## src/rtl/encoder_4x2_seq_if.sv

```systemverilog
// Request/grant bus for encoder_4x2_seq: request pulses and ack in, code/valid/status out.
interface encoder_4x2_seq_if #(
    parameter int unsigned W = 2
);
    localparam int unsigned N = 1 << W;

    logic         e;
    logic [N-1:0] d;
    logic         ack;
    logic [W-1:0] q;
    logic         v;
    logic         err;
    logic [N-1:0] pend;

    modport master (output e, d, ack, input q, v, err, pend);
    modport slave  (input e, d, ack, output q, v, err, pend);
endinterface

```

## src/rtl/encoder_4x2_seq.sv

```systemverilog
// Registered priority encoder with pending-request capture, ack handshake and hold timeout.
// Define ENC_RR_EN for round-robin selection; default is fixed highest-index priority.
module encoder_4x2_seq #(
    parameter int unsigned W  = 2,
    parameter int unsigned TO = 15
) (
    input logic              clk,
    input logic              rst,
    encoder_4x2_seq_if.slave bus
);
    localparam int unsigned N     = 1 << W;
    localparam logic [7:0]  TO_M1 = 8'(TO - 1);

    typedef enum logic [0:0] {StIdle, StHold} state_e;

    state_e       state_q, state_d;
    logic [W-1:0] q_q, q_d;
    logic [7:0]   timer_q, timer_d;
    logic [N-1:0] pend_q, pend_d;
    logic         err_q, err_d;
    logic [N-1:0] clr;
    logic         acked, timeout;
    logic [W-1:0] pick_idle, pick_next;

`ifdef ENC_RR_EN
    logic [W-1:0] lp_q, lp_d;

    // Scan downward from lp-1, wrapping; i == N lands back on lp itself.
    function automatic logic [W-1:0] sel_rr(input logic [N-1:0] p, input logic [W-1:0] lp);
        logic [W-1:0] sel;
        logic [W-1:0] idx;
        logic         found;
        sel   = '0;
        found = 1'b0;
        for (int i = 1; i <= int'(N); i++) begin
            idx = lp - W'(i);
            if (!found && p[idx]) begin
                sel   = idx;
                found = 1'b1;
            end
        end
        return sel;
    endfunction
`else
    function automatic logic [W-1:0] sel_fixed(input logic [N-1:0] p);
        logic [W-1:0] sel;
        sel = '0;
        for (int i = 0; i < int'(N); i++) begin
            if (p[i]) sel = W'(i);
        end
        return sel;
    endfunction
`endif

    always_comb begin
        state_d = state_q;
        q_d     = q_q;
        timer_d = timer_q;
        err_d   = 1'b0;
        clr     = '0;

        acked   = (state_q == StHold) && bus.ack;
        timeout = (state_q == StHold) && !bus.ack && (timer_q == TO_M1);

        if (acked || timeout) clr = {{(N-1){1'b0}}, 1'b1} << q_q;
        // A bit cleared and re-requested in the same cycle stays set.
        pend_d = (pend_q & ~clr) | (bus.e ? bus.d : '0);

`ifdef ENC_RR_EN
        lp_d = lp_q;
        if (acked || timeout) lp_d = q_q;
        pick_idle = sel_rr(pend_q, lp_d);
        pick_next = sel_rr(pend_d, lp_d);
`else
        pick_idle = sel_fixed(pend_q);
        pick_next = sel_fixed(pend_d);
`endif

        unique case (state_q)
            StIdle: begin
                if (pend_q != '0) begin
                    q_d     = pick_idle;
                    timer_d = '0;
                    state_d = StHold;
                end
            end
            StHold: begin
                if (acked) begin
                    timer_d = '0;
                    if (pend_d != '0) q_d = pick_next;
                    else state_d = StIdle;
                end else if (timeout) begin
                    timer_d = '0;
                    err_d   = 1'b1;
                    state_d = StIdle;
                end else begin
                    timer_d = timer_q + 8'd1;
                end
            end
            default: state_d = StIdle;
        endcase
    end

    always_ff @(posedge clk) begin
        if (rst) begin
            state_q <= StIdle;
            q_q     <= '0;
            timer_q <= '0;
            pend_q  <= '0;
            err_q   <= 1'b0;
`ifdef ENC_RR_EN
            lp_q    <= '0;
`endif
        end else begin
            state_q <= state_d;
            q_q     <= q_d;
            timer_q <= timer_d;
            pend_q  <= pend_d;
            err_q   <= err_d;
`ifdef ENC_RR_EN
            lp_q    <= lp_d;
`endif
        end
    end

    assign bus.q    = q_q;
    assign bus.v    = (state_q == StHold);
    assign bus.err  = err_q;
    assign bus.pend = pend_q;
endmodule
```

## src/flat_wrapper.sv

```systemverilog
// flat-port wrapper written by rule: the top's interface ports become plain ports
module encoder_4x2_seq_flat 
#(
    parameter int unsigned W  = 2,
    parameter int unsigned TO = 15
)
  (clk, rst, bus_e, bus_d, bus_ack, bus_q, bus_v, bus_err, bus_pend);
  encoder_4x2_seq_if #(.W(W)) bus_i ();
  input logic clk;
  input logic rst;
  input wire logic [$bits(bus_i.e)-1:0] bus_e;
  input wire logic [$bits(bus_i.d)-1:0] bus_d;
  input wire logic [$bits(bus_i.ack)-1:0] bus_ack;
  output wire logic [$bits(bus_i.q)-1:0] bus_q;
  output wire logic [$bits(bus_i.v)-1:0] bus_v;
  output wire logic [$bits(bus_i.err)-1:0] bus_err;
  output wire logic [$bits(bus_i.pend)-1:0] bus_pend;
  assign bus_i.e = bus_e;
  assign bus_i.d = bus_d;
  assign bus_i.ack = bus_ack;
  assign bus_q = bus_i.q;
  assign bus_v = bus_i.v;
  assign bus_err = bus_i.err;
  assign bus_pend = bus_i.pend;
  encoder_4x2_seq #(.W(W), .TO(TO)) u_core (.clk(clk), .rst(rst), .bus(bus_i));
endmodule
```

## config.mk

```make
export PLATFORM = sky130hd
export DESIGN_NAME = encoder_4x2_seq_flat
export DESIGN_NICKNAME = d
export VERILOG_FILES = /design/src/rtl/encoder_4x2_seq_if.sv /design/src/rtl/encoder_4x2_seq.sv /design/src/flat_wrapper.sv
export SDC_FILE = /design/constraint.sdc
export NUM_CORES = 1
export LEC_CHECK = 0
export ABC_AREA = 1
export BUFFER_PORTS_ARGS = -buffer_cell sky130_fd_sc_hd__buf_4
export CAP_MARGIN = 20
export CELL_PAD_IN_SITES_DETAIL_PLACEMENT = 0
export CELL_PAD_IN_SITES_GLOBAL_PLACEMENT = 1
export CORE_UTILIZATION = 39
export DETAILED_ROUTE_END_ITERATION = 10
export HOLD_SLACK_MARGIN = 0.06
export PLACE_DENSITY = 0.86
export SYNTH_ARGS = -nofsm -noshare
export SYNTH_HDL_FRONTEND = slang
export SYNTH_SLANG_ARGS = --single-unit
```

## constraint.sdc

```tcl
create_clock -name clk -period 2.9 [get_ports clk]
set_clock_uncertainty 0.05 [all_clocks]
set_input_delay 0.435 -clock clk [delete_from_list [all_inputs] [get_ports clk]]
set_output_delay 0.435 -clock clk [all_outputs]
set_load 0.005 [all_outputs]
```

* Yosys cells after proc, flatten, opt, wreduce, memory -nomap -nowiden
Index checks and enable logic that the tools add are counted.
Word-level totals: bits in registers 16, latch bits 0, memory bits (writable) 0, bits in read-only memories 0, input port bits 8, output and inout port bits 8, word-level logic and storage cells 46, memories kept 0
Operators by class: add/sub/neg operators 1, multipliers 0, divide/modulo/power cells 0, order comparisons 0, equal/unequal tests 4, shift operators 1, muxes and demuxes 22, bitwise logic cells 4, reduce and logical (&&, ||, !) cells 9
Operator list (count):
- two-way mux 8 bit | 3
- one-hot mux 8 bit (2 select lines) | 1
- two-way mux 2 bit | 7
- adder 8 x 1 -> 8 bit (second input constant) | 1
- equality test 8 x 4 -> 1 bit (second input constant) | 1
- two-way mux 4 bit | 2
- nonzero test 4 bit | 2
- two-way mux 1 bit | 7
- bitwise AND 4 bit | 1
- != test 2 bit (second input constant) | 2
- inverter 4 bit | 1
- OR 4 bit | 1
- one-hot mux 2 bit (2 select lines) | 1
- << shifter 1 x 2 -> 4 bit (first input constant) | 1
- logical AND 1 bit | 3
- AND reduction 3 bit | 1
- OR reduction 3 bit | 1
- != test 2 x 1 -> 1 bit (second input constant) | 1
- one-hot mux 1 bit (2 select lines) | 1
- zero test 1 bit | 1
- logical OR 1 bit | 1
- inverter 1 bit | 1

* Logic depth before layout (Yosys ltp)
depth after elaboration 14, mapped depth 15, depth with buffers taken out 15

* Least setup slack after synthesis
OpenSTA, ideal clock, no wires.
path kind register to register, from register u_core.timer_q[0], to register u_core.q_q[0] (netlist: u_core.bus.q[0]), setup time 0.115 ns, arrival 1.413 ns, required time 2.735 ns, slack 1.322 ns, cell stages (with the launch flop) 16, path buffers 0, period minus slack after synthesis 1.578 ns, cell sequence dfxtp_1 > inv_1 > ha_1 > nand2_1 > nor2_1 > nand3_1 > nand2_2 > nand2_1 > nand2_2 > nand2_2 > nor2_2 > nand2_1 > nand2_2 > nand3_1 > nand2_1 > nor2_1
Between the ends: longest elaborated chain between the ends 13, elaborated cells between the ends (all ways) 16, those cells by class 2 x eq/ne; 7 x mux; 3 x bitwise; 4 x reduce/logical
Ends and longest elaborated chain:
- from (decl) | RTL line encoder_4x2_seq.sv:18 | logic [7:0] timer_q, timer_d;
- from (signal assigned) | RTL line encoder_4x2_seq.sv:117 | timer_q <= timer_d;
- equality test 8 x 4 -> 1 bit (*) | RTL line encoder_4x2_seq.sv:63 | timeout = (state_q == StHold) && !bus.ack && (timer_q == TO_M1);
- logical AND 1 bit (*) | RTL line encoder_4x2_seq.sv:63
- logical OR 1 bit (*) | RTL line encoder_4x2_seq.sv:65 | if (acked || timeout) clr = {{(N-1){1'b0}}, 1'b1} << q_q;
- two-way mux 4 bit (*) | RTL line encoder_4x2_seq.sv:65
- inverter 4 bit (*) | RTL line encoder_4x2_seq.sv:67 | pend_d = (pend_q & ~clr) | (bus.e ? bus.d : '0);
- bitwise AND 4 bit (*) | RTL line encoder_4x2_seq.sv:67
- OR 4 bit (*) | RTL line encoder_4x2_seq.sv:67
- two-way mux 1 bit | RTL line encoder_4x2_seq.sv:49 | if (p[i]) sel = W'(i);
- two-way mux 2 bit (2 in a row) | RTL line encoder_4x2_seq.sv:49
- two-way mux 2 bit | RTL line encoder_4x2_seq.sv:90 | if (pend_d != '0) q_d = pick_next;
- two-way mux 2 bit | RTL line encoder_4x2_seq.sv:88 | if (acked) begin
- one-hot mux 2 bit (2 select lines) | RTL line encoder_4x2_seq.sv:79 | unique case (state_q)
- to (signal assigned) | RTL line encoder_4x2_seq.sv:116 | q_q <= q_d;
- to (decl) | RTL line encoder_4x2_seq.sv:17 | logic [W-1:0] q_q, q_d;
Every way passes the cells marked *; elsewhere a longest branch is shown, timed or not. The select of a mux whose other input is x is not followed. A chain may end at the register's enable or synchronous reset.

* Final worst setup path
from register u_core.timer_q[0], to register u_core.q_q[1] (netlist: u_core.bus.q[1])
Between the ends: longest elaborated chain between the ends 12, elaborated cells between the ends (all ways) 15, those cells by class 2 x eq/ne; 6 x mux; 3 x bitwise; 4 x reduce/logical
Ends and longest elaborated chain (RTL line):
- equality test 8 x 4 -> 1 bit (*) | encoder_4x2_seq.sv:63
- logical AND 1 bit (*) | encoder_4x2_seq.sv:63
- logical OR 1 bit (*) | encoder_4x2_seq.sv:65
- two-way mux 4 bit (*) | encoder_4x2_seq.sv:65
- inverter 4 bit (*) | encoder_4x2_seq.sv:67
- bitwise AND 4 bit (*) | encoder_4x2_seq.sv:67
- OR 4 bit (*) | encoder_4x2_seq.sv:67
- two-way mux 2 bit (2 in a row) | encoder_4x2_seq.sv:49
- two-way mux 2 bit | encoder_4x2_seq.sv:90
- two-way mux 2 bit | encoder_4x2_seq.sv:88
- one-hot mux 2 bit (2 select lines) | encoder_4x2_seq.sv:79
Marked as above.

==> impl_metrics.ini <==
[clock_tree]
cts_root_buf = clkbuf_4
numCtsBuffers = 3
cts_tree = done
cts-resized-gates = 0
clkTransAtPathRegs_ps = 90
clockBufferDepth = 2
post_cts_buffers = 0
postCtsHoldBufs = 0
htreeDepth = 1
clk_latency_ps = 280
clock_sinks = 16

[setup_path]
cp_max_fo = 5
rrSetupSlack_ps = 1130
cp-start-kind = register
reg2regPathDepth = 15
critPathCaptureType = register
reg2reg_to = u_core.bus.q[1]$_SDFFE_PP0P_
crit_path_max_incr_delay_ps = 320
r2r_start = u_core.timer_q[0]$_SDFFE_PP0P_
critical_path_class = register to register
crit_top_cell = nand2_1
cp_data_arrival_time_ps = 1910
slowest_stage = dfxtp_1
cp.required_ps = 3030
crit_chain = inv_1 -> ha_1 -> nand2_1 -> nor2_1 -> nand3_1 -> nand2_2 -> nand2_1 -> nand2_1 -> nand2_1 -> nor2_1 -> nand2_1 -> nand2_2 -> nand3_1 -> nand2_1 -> nor2_1

[sta]
maxSlewViolCount = 0
setup_viol = 0
relSlewSlack = 0.651
period_needed_ps = 1770
fin_crit_sh = 0.612
tightestPinTransition_ps = 522
worst_slack_ps = 1130
hold_viol = 0
fmax_ghz = 0.564
hold_ws_ps = 365
rsz0062_at_grt = false
fin_tns_setup_ps = 0

[final_layout]
diodes = 0
regArea_um2 = 320
drive_gt1_frac = 0.188
multi_input_area_um2 = 478
nFillCells = 231
area_growth_pct = 19.2
final_area_um2 = 1030
final_util = 0.508
stdcell_count = 176
nets = 161
final_common_cell = nand2_1
final_cell_mix = 30 x nand2_1, 24 x nor2_1, 16 x dfxtp_1

[min_path]
hold_path_end = u_core.bus.pend[0]$_SDFF_PP0_
whs_path_depth = 2
hp-start = rst
hp-class = input port to register

[routing]
viasPerCell = 4.91
drtAntennaViolNets = 0
first_pass_iters = 4
drc = 0
first_iter_violations = 8
num_vias = 864
wire_per_inst_um = 10.7
wl_um = 1880

[floorplan]
die_y_um = 49.0
die_area_um2 = 2400
initial_core_util = 0.426
design.core.area_um2 = 2020
io_pins = 16
die_w_um = 49.0
rows = 16

[global_route]
met1_usage = 0.213
grt_use_total = 0.178
global_route.usage.met3 = 0.0374
top_usage_layer = met2
grt_pass1_wl_um = 3190
grt_use_met2 = 0.299
grt_overflow_total = 0
grt_max_degree = 14
antenna_found_initial = 0
grt_pass1_vias = 748

[synth]
ys_types = 22
ys_warn_count = 0
syn-cell-area_um2 = 862
ys_ff_latch = 16
synth_seq_area_share = 0.372
avgSynthCellArea_um2 = 6.53
syn-instance-count = 132
syn-num-nets = 142

[placed_design]
globalplace.congestion = 0.732
dp_slack_ps = 1120
dp_hpwl_um = 1490
dp_cells = 173
port_buffers = 15
dpl_cell_area_um2 = 1000

[run_status]
status = completed

[power_and_ir_drop]
peakVddDrop_uv = 236
power_mw = 0.490
power_density_nw_per_um2 = 477
p_leak_nw = 0.463

[job]
maxCapViolCount = 0
-- worst max-delay path by stage --
stage | start | endpoint | slack [ps]
after floorplan | u_core.timer_q[0]$_SDFFE_PP0P_ | u_core.bus.q[0]$_SDFFE_PP0P_ | 1320
after global placement | bus_ack | u_core.bus.q[1]$_SDFFE_PP0P_ | 1170
after detailed placement | u_core.timer_q[0]$_SDFFE_PP0P_ | u_core.bus.q[1]$_SDFFE_PP0P_ | 1120
after CTS | u_core.timer_q[0]$_SDFFE_PP0P_ | u_core.bus.q[1]$_SDFFE_PP0P_ | 1110
after global routing | u_core.timer_q[0]$_SDFFE_PP0P_ | u_core.bus.q[0]$_SDFFE_PP0P_ | 920
final | u_core.timer_q[0]$_SDFFE_PP0P_ | u_core.bus.q[1]$_SDFFE_PP0P_ | 1130
-- metal layers --
metal | routed length [um] | up-vias
li1 | - | 459
met1 | 887 | 393
met2 | 928 | 8
met3 | 37 | 4
met4 | 23 | 0
met5 | 0 | -
-- report_power, final --
part           internal (mW)  switching (mW)
clock                 0.0482          0.0686
sequential             0.234          0.0167
combinational         0.0524          0.0704
-- final cells by class --
cell class / count / area share
multi-input combinational: 99 / 0.465
sequential: 16 / 0.312
timing repair buffer: 15 / 0.110
inverter: 16 / 0.0585
tap: 27 / 0.0329
clock buffer: 3 / 0.0219
-- logic make-up after synthesis --
| logic type | after synthesis | share of synthesized area |
|---|---|---|
| XOR/XNOR | 1 | 0.0102 |
| AO/OA/AOI/OAI | 24 | 0.163 |
| adder cells (fa/ha/maj) | 2 | 0.0290 |
| AND/OR/NAND/NOR | 72 | 0.353 |
| flip-flops | 16 | 0.372 |
| buffers and inverters | 17 | 0.0740 |
-- Yosys cell counts, drive strengths merged --
cell / n / area [um^2]
a211oi: 1 / 7.51
a21boi: 1 / 7.51
a21oi: 12 / 60.1
a221oi: 1 / 8.76
a2bb2oi: 1 / 8.76
a32oi: 2 / 17.5
clkbuf: 1 / 3.75
dfxtp: 16 / 320
ha: 2 / 25.0
inv: 16 / 60.1
nand2: 35 / 144
nand3: 5 / 25.0
nand4: 1 / 6.26
nor2: 26 / 103
nor3: 4 / 20.0
o21ai: 6 / 30.0
or2: 1 / 6.26
xnor2: 1 / 8.76
-- state kept, by name, summed over array words and instances, names as in the netlist --
| signal | flops |
|---|---|
| u_core.bus.q | 2 |
| u_core.bus.v | 1 |
| u_core.bus.err | 1 |
| u_core.timer_q | 8 |
| u_core.bus.pend | 4 |
-- critical path: cells and delay by family, from the launching register on --
kind	cells	cell delay, ps
adders and majority gates	1	180
buffers and inverters	1	100
DFF	1	320
and+or+nand+nor	13	1020
(Power assumes the default switching activity.)
